$ cat src/rtl/median_window_3x3.sv
// ============================================================================
// Module   : median_window_3x3
// Brief    : Streaming 3x3 neighbourhood generator feeding the median sorter.
// Revision : 1.0 - initial release
// ============================================================================
`default_nettype none

module median_window_3x3 #(
    parameter int WIDTH = 8,
    parameter int IMG_W = 64,
    parameter int IMG_H = 64
) (
    input  logic                 i_clk,
    input  logic                 i_rst_n,
    input  logic                 i_valid,
    input  logic                 i_sof,
    input  logic [WIDTH-1:0]     i_pixel,
    output logic                 o_valid,
    output logic [9*WIDTH-1:0]   o_win,
    output logic                 o_last
);

    localparam int CW = (IMG_W > 1) ? $clog2(IMG_W) : 1;
    localparam int RW = (IMG_H > 1) ? $clog2(IMG_H) : 1;
    localparam logic [CW-1:0] C_COL_LAST = CW'(IMG_W - 1);
    localparam logic [RW-1:0] C_ROW_LAST = RW'(IMG_H - 1);
    localparam logic [CW-1:0] C_COL_MIN  = CW'(2);
    localparam logic [RW-1:0] C_ROW_MIN  = RW'(2);

    logic [CW-1:0]    col_q, col_d;
    logic [RW-1:0]    row_q, row_d;
    logic [WIDTH-1:0] win_q [0:2][0:2];
    logic [WIDTH-1:0] win_d [0:2][0:2];
    logic [WIDTH-1:0] lb0_q [0:IMG_W-1];
    logic [WIDTH-1:0] lb1_q [0:IMG_W-1];

    logic [CW-1:0]      w_pos_col;
    logic [RW-1:0]      w_pos_row;
    logic [WIDTH-1:0]   w_lb0_rd;
    logic [WIDTH-1:0]   w_lb1_rd;
    logic               w_emit;
    logic               w_last;
    logic [9*WIDTH-1:0] w_win_flat;

    // A start-of-frame pixel is always treated as (0,0), whatever the counters say.
    always_comb begin
        w_pos_col = i_sof ? '0 : col_q;
        w_pos_row = i_sof ? '0 : row_q;
        w_lb0_rd  = lb0_q[w_pos_col];
        w_lb1_rd  = lb1_q[w_pos_col];
    end

    always_comb begin
        col_d = col_q;
        row_d = row_q;
        win_d = win_q;
        if (i_valid) begin
            if (w_pos_col == C_COL_LAST) begin
                col_d = '0;
                row_d = (w_pos_row == C_ROW_LAST) ? '0 : w_pos_row + RW'(1);
            end else begin
                col_d = w_pos_col + CW'(1);
                row_d = w_pos_row;
            end
            for (int i = 0; i < 3; i++) begin
                win_d[i][0] = win_q[i][1];
                win_d[i][1] = win_q[i][2];
            end
            win_d[0][2] = w_lb0_rd;
            win_d[1][2] = w_lb1_rd;
            win_d[2][2] = i_pixel;
        end
    end

    // Requiring col >= 2 also suppresses windows straddling a row wrap.
    always_comb begin
        w_emit = i_valid && (w_pos_row >= C_ROW_MIN) && (w_pos_col >= C_COL_MIN);
        w_last = w_emit && (w_pos_row == C_ROW_LAST) && (w_pos_col == C_COL_LAST);
        w_win_flat = '0;
        for (int i = 0; i < 3; i++) begin
            for (int j = 0; j < 3; j++) begin
                w_win_flat[WIDTH*(3*i+j) +: WIDTH] = win_d[i][j];
            end
        end
    end

    always_ff @(posedge i_clk or negedge i_rst_n) begin
        if (!i_rst_n) begin
            col_q   <= '0;
            row_q   <= '0;
            o_valid <= 1'b0;
            o_last  <= 1'b0;
            o_win   <= '0;
            for (int i = 0; i < 3; i++) begin
                for (int j = 0; j < 3; j++) begin
                    win_q[i][j] <= '0;
                end
            end
        end else begin
            col_q   <= col_d;
            row_q   <= row_d;
            win_q   <= win_d;
            o_valid <= w_emit;
            o_last  <= w_last;
            if (w_emit) begin
                o_win <= w_win_flat;
            end
        end
    end

    // Line buffers carry no reset; every entry is rewritten before it is read into a window.
    always_ff @(posedge i_clk) begin
        if (i_valid) begin
            lb0_q[w_pos_col] <= w_lb1_rd;
            lb1_q[w_pos_col] <= i_pixel;
        end
    end

endmodule

`default_nettype wire

$ cat config.mk
export PLATFORM = sky130hd
export DESIGN_NAME = median_window_3x3
export DESIGN_NICKNAME = d
export VERILOG_FILES = /design/src/rtl/median_window_3x3.sv
export SDC_FILE = /design/constraint.sdc
export NUM_CORES = 1
export LEC_CHECK = 0
export CORE_MARGIN = 5
export CORE_UTILIZATION = 30
export CTS_BUF_LIST = sky130_fd_sc_hd__clkbuf_4
export CTS_CLUSTER_DIAMETER = 150
export DETAILED_ROUTE_END_ITERATION = 7
export GPL_ROUTABILITY_DRIVEN = 1
export HOLD_SLACK_MARGIN = 0.12
export MAX_ROUTING_LAYER = met4
export PLACE_DENSITY_LB_ADDON = 0.25
export SLEW_MARGIN = 10
export SYNTH_ARGS = -nofsm -noshare
export SYNTH_HDL_FRONTEND = slang
export SYNTH_SLANG_ARGS = --single-unit
$ cat constraint.sdc
create_clock -name i_clk -period 4.1 [get_ports i_clk]
set_input_delay 0.82 -clock i_clk [delete_from_list [all_inputs] [get_ports i_clk]]
set_output_delay 0.82 -clock i_clk [all_outputs]
set_load 0.005 [all_outputs]
==> results.txt, run 1 <==
status = finished, violations left
failing checks = setup timing
initial antenna violation count = 7
clk sinks = 1182
final antenna-violating net count = 0
P per Cell Area = 547.9 nW/um^2
CTS max path bufs = 4
post-synth cell types = 81
total grt overflow = 0
Least-Margin Pin Slew = 1.204 ns
pin count of the biggest net entering global routing = 88
Slowest-stage cell, CP = dfrtp_4
TritonCTS clock tree = built
Leak = 19.12 nW
vias in the first global route = 29.26k
critical setup path kind = reg -> reg
Clock Latency Late Sink = 1.26 ns
pre-CTS setup slack = -0.1214 ns
Avg Cell Area, Syn = 16.91 sq um
routed len/inst = 30.23 microns
largest cells by area after synthesis = edfxtp_1, dfrtp_1, mux2i_1
Setup Buffers After CTS = 0
WL final = 167800 microns
WHS = 0.2289 ns
Synth warnings = 0
All-Layer GR Usage = 20.94%
1st-iter DRT viols = 3810
worst-path maximum fanout = 42
die area = 160800 sq um
Post-synth ARST share = 13.37%
Final HPWL DP = 108000 microns
Syn-to-layout area delta = 21.73%
Rel. slew slack = 19.74%
RSZ-0062 raised after global routing = false
Peak VDD IR = 0.3228 mV
Synth Net Count = 2728
CP cell instances = buf_12 -> buf_4 -> mux2i_1 -> buf_4 -> o22ai_1 -> a221o_1 -> o21ai_0 -> o21ai_0 -> or4_4 -> buf_12 -> mux2_4
Die Ht = 401.0 microns
Max Cap Viol = 0
# rows = 143
DRC viols = 0
Fin. Hold Viols = 0
Period minus WS final = 4.108 ns
Port Buf Inserts = 85
Post-DP Area = 51700 sq um
post-synth top area cell = edfxtp_1
router iterations before antenna repair = 5
fin nets = 3309
CP Capture Type = flop
Post-synth EDFFs = 1024
total chip power = 30.59 mW
Num CTS Buffers = 329
CP arrival = 5.17 ns
Synth Cell Area = 45870 sq um
width of the chip = 401.0 microns
H-tree levels = 5
max incr delay on CP = 0.72 ns
layout cells sized above 1 = 29.76%
sequential area share after synthesis = 75.66%
Hold Path Class = in -> async
vias post-DR = 29.70k
PnR worst setup slack = -0.008362 ns
RePlAce Congestion = 0.9369
Max Slew Vio Count = 0
WP data required = 5.16 ns
design area = 55830 sq um
Post-synth top flop = edfxtp_1
crit share post-route = 100.2%
vias per cell = 5.350
FF+latch count, synth = 1182
fmax = 0.2434 GHz
clock skew = 0.1026 ns
Clk pin slew, worst setup/hold paths = 0.06 ns
Setup-failing EPs final = 1
io pins = 86
first-pass GRT wire length = 232000 microns
post-synth top area share = 67.04%
starting density of the core = 30.19%
core footprint = 151900 sq um
Root Buffer = clkbuf_4
Worst setup SP type = flop
final setup TNS = -0.008362 ns
Mapped Cells = 2712
## cell usage after synthesis, types with 18 or more instances
| cell type | count |
|---|---|
| edfxtp_1 | 1024 |
| mux2i_1 | 211 |
| dfrtp_1 | 158 |
| a22oi_1 | 136 |
| nor2_1 | 135 |
| mux2_2 | 132 |
| o22ai_1 | 113 |
| o21ai_0 | 97 |
| nand2_1 | 79 |
| a21oi_1 | 65 |
| clkbuf_1 | 49 |
| buf_2 | 48 |
| buf_4 | 40 |
| a221oi_1 | 35 |
| a211oi_1 | 30 |
| buf_6 | 29 |
| a22o_1 | 26 |
| o221ai_1 | 18 |
## layout by cell type (no fill, tap or decap), types with 11 or more instances in the layout
| cell | synthesis | routed |
|---|---|---|
| edfxtp_1 | 1024 | 1024 |
| clkbuf_4 | 0 | 491 |
| buf_4 | 40 | 265 |
| mux2i_1 | 211 | 211 |
| dfrtp_1 | 158 | 155 |
| a22oi_1 | 136 | 136 |
| mux2_2 | 132 | 132 |
| nor2_1 | 135 | 130 |
| o22ai_1 | 113 | 113 |
| o21ai_0 | 97 | 97 |
| nand2_1 | 79 | 79 |
| clkdlybuf4s50_1 | 0 | 74 |
| buf_12 | 0 | 73 |
| a21oi_1 | 65 | 65 |
| clkinv_1 | 2 | 48 |
| a221oi_1 | 35 | 35 |
| a211oi_1 | 30 | 30 |
| a22o_1 | 26 | 26 |
| o221ai_1 | 18 | 18 |
| nand3_1 | 17 | 17 |
| o22a_1 | 16 | 16 |
| nor2b_1 | 17 | 13 |
| nor3_1 | 14 | 13 |
| a221o_1 | 12 | 12 |
| a31oi_1 | 11 | 11 |
| o31ai_1 | 11 | 11 |
## report_power, final
group / internal (mW) / switching [mW] / total (mW)
sequential: 14.1 / 0.393 / 14.5
combinational: 2.29 / 3.26 / 5.55
clock: 5.74 / 4.81 / 10.5
total: 22.1 / 8.46 / 30.6
## cell families (layout without fill, tap and decap cells)
family                     Yosys count  in the layout  synth area share [%]
adders and majority gates            4              4                0.1091
buffers and inverters              191            994                 2.496
muxes                              352            352                 8.239
and+or+nand+nor                    343            343                 3.707
AOI/OAI and AO/OA                  640            640                 9.785
DFF                               1182           1182                 75.66
other                                0              6                     0
## final timing paths
path	from	to	slack, ns	depth (start not counted)
setup / recovery	col_q[0]	o_win[41]	-0.008	11
hold / removal	i_rst_n	o_win[1]	0.23	2
setup reg to reg	col_q[0]	o_win[41]	-0.008	11
hold reg to reg	win_q[12]	win_q[20]	0.46	1
max in group asynchronous	i_rst_n	o_win[44]	2.86	3
min in group i_clk	i_sof	col_q[4]	0.28	3
## sequential cells by signal (all words and copies together), names as in the netlist
name and cells:
lb0_q 512, lb1_q 512, o_win 72, win_q 72
col_q 6, row_q 6, o_last 1, o_valid 1
## layer usage
layer,vias up,track usage [%],share of wire (%)
li1,12230,-,-
met1,15400,27.01,40
met2,1726,31.35,46
met3,337,4.795,9.2
met4,0,10.02,4.8
met5,-,-,0
## through the flow
step	utilization [%]	cells
6_report	36.76	5551
2_1_floorplan	-	2712
5_1_grt	36.75	5549
3_5_place_dp	34.04	4987
4_1_cts	36.74	5545
3_3_place_gp	34.02	4986
## what timing repair did
item,in CTS,in global routing
endpoints found under the setup margin,58,13
endpoints found under the hold margin,122,0
hold buffers,5,0
gates resized for setup,1,1
## critical path: cells and delay by family (launching register included)
family,cells,cell delay (ns)
buffers and inverters,4,0.78
AO/OA/AOI/OAI,4,1.22
AND/OR/NAND/NOR,1,0.62
flip-flops,1,0.72
multiplexers,2,0.50
## layout make-up
type | instances | area, sq um
fill | 14540 | 96070
inverter | 14 | 53.80
antenna | 6 | 15.01
timing repair buffer | 427 | 4304
multi-input combinational | 1339 | 10140
clock inverter | 62 | 375.4
tap | 2030 | 2540
clock buffer | 491 | 3686
sequential | 1182 | 34710
Note: power is estimated with default switching activity, not from simulation.
==> run 2: changes to the inputs <==
Settings changed: CTS_CLUSTER_SIZE set to 25.
==> run 2 against run 1 <==
Compared with the run above:
- the run now ends clean
- non-clock buffer count increased by 1
- critical path type unchanged
- first-iteration DRC count increased by 3.3%
- global-route usage decreased by 0.52 points
==> results.txt, run 2 (synthesized netlist as in run 1, its figures left out) <==
total chip power = 24.41 mW
vias per cell = 5.536
width of the chip = 401.0 microns
Multi-input gate area = 10140 sq um
WP data required = 5.13 ns
io pins = 86
Setup-failing EPs final = 0
fmax = 0.2501 GHz
All-Layer GR Usage = 20.42%
vias post-DR = 28.11k
Syn-to-layout area delta = 14.19%
Die Ht = 401.0 microns
Crit. Startpoint = col_q[2]
Util after Layout = 34.48%
Max Slew Vio Count = 0
WHS = 0.2436 ns
layout cells sized above 1 = 20.34%
clock skew = 0.09129 ns
Worst setup SP type = flop
CP Capture Type = flop
Port Buf Inserts = 85
DRC viols = 0
total grt overflow = 0
R2R Path End = win_q[25]
WL final = 165000 microns
RSZ-0062 raised after global routing = false
starting density of the core = 30.19%
CP arrival = 5.03 ns
Period minus WS final = 3.999 ns
1st-iter DRT viols = 3936
Top Registers = lb0_q (512), lb1_q (512)
final antenna-violating net count = 0
core footprint = 151900 sq um
RePlAce Congestion = 0.9369
Register Area = 34710 sq um
worst-path maximum fanout = 42
P per Cell Area = 466.1 nW/um^2
Leak = 17.04 nW
PnR worst setup slack = 0.1009 ns
Least-Margin Pin Slew = 1.238 ns
Peak VDD IR = 0.2274 mV
# rows = 143
crit share post-route = 97.54%
FF-to-FF setup slack = 0.10 ns
Num CTS Buffers = 53
Rel. slew slack = 17.44%
# fillers = 14.59k
clk sinks = 1182
Hold Path Class = in -> reg
fin nets = 3034
most common cell after layout, fill and taps aside = edfxtp_1
final setup TNS = 0 ns
initial antenna violation count = 11
placed insts = 4987
status = finished, final reports clean
CTS max path bufs = 3
vias in the first global route = 26.84k
die area = 160800 sq um
Max Cap Viol = 0
worst setup path endpoint = win_q[25]
Root Buffer = clkbuf_4
Fin. Hold Viols = 0
Layout Cells excl Fill = 5077
TritonCTS clock tree = built
first-pass GRT wire length = 226700 microns
commonest non-fill, non-tap cells in the layout = edfxtp_1, buf_4, mux2i_1
critical setup path kind = reg -> reg
r2r worst-path depth = 9
Clk pin slew, worst setup/hold paths = 0.27 ns
Post-DP Area = 51700 sq um
design area = 52380 sq um
H-tree levels = 2
Reg-to-Reg Start = col_q[2]
routed len/inst = 32.51 microns
pin count of the biggest net entering global routing = 88
router iterations before antenna repair = 5
Final HPWL DP = 108000 microns
pre-CTS setup slack = -0.1214 ns
Clock Latency Late Sink = 1.16 ns
run 2: changes by cell type in the layout (fill, tap and decap cells not counted):
cell | before | now
buf_12 | 73 | 74
buf_4 | 265 | 267
bufinv_16 | 5 | 0
clkbuf_4 | 491 | 75
clkinv_1 | 48 | 2
clkinv_2 | 10 | 1
diode_2 | 6 | 8
dlygate4sd3_1 | 5 | 3
inv_16 | 0 | 1
inv_2 | 5 | 3
run 2: how the worst min path moves through the flow:
stage	start	end	slack, ns	depth (start not counted)
3_5_place_dp	row_q[0]	row_q[0]	0.48	2
3_3_place_gp	win_q[50]	win_q[50]	0.47	1
2_1_floorplan	row_q[0]	row_q[0]	0.44	2
4_1_cts	i_valid	row_q[1]	0.15	4
5_1_grt	i_valid	row_q[1]	0.18	4
6_report	i_valid	row_q[1]	0.24	4
run 2: power breakdown:
part           total [mW]  internal, mW  switching, mW
combinational        5.57          2.30           3.28
clock                4.38         0.829           3.55
sequential           14.5          14.1          0.379
run 2: timing repair:
| item | CTS | global route |
|---|---|---|
| hold endpoints to repair | 93 | 1 |
| setup buffers | 0 | 3 |
| setup endpoints to repair | 64 | 24 |
| gates resized for setup | 1 | 1 |
| hold buffers | 2 | 1 |
run 2: final cells by class:
class | count | share of cell area [%]
flip-flops and latches | 1182 | 66.28
inverters | 14 | 0.1027
diodes | 8 | 0.03822
clock buffers | 75 | 1.075
multi-input cells | 1339 | 19.37
repair buffers | 428 | 8.247
well taps | 2030 | 4.850
clock inverters | 1 | 0.03822
run 2: metal layers:
metal,vias to the layer above,global-route usage (%),wire length [microns]
li1,11400,-,-
met2,1468,31.68,76480
met4,0,7.090,6944
met5,-,-,0
met3,286,3.181,13710
met1,14950,27.46,67890
run 2: worst max-delay path, cell delays in order (launching register included):
cell and delay [ns]:
dfrtp_4 0.80, or3b_2 0.25, buf_4 0.31, o22ai_1 0.28
a221o_1 0.32, o21ai_0 0.50, o21ai_0 0.19, or4_4 0.62
buf_12 0.19, mux2_4 0.31
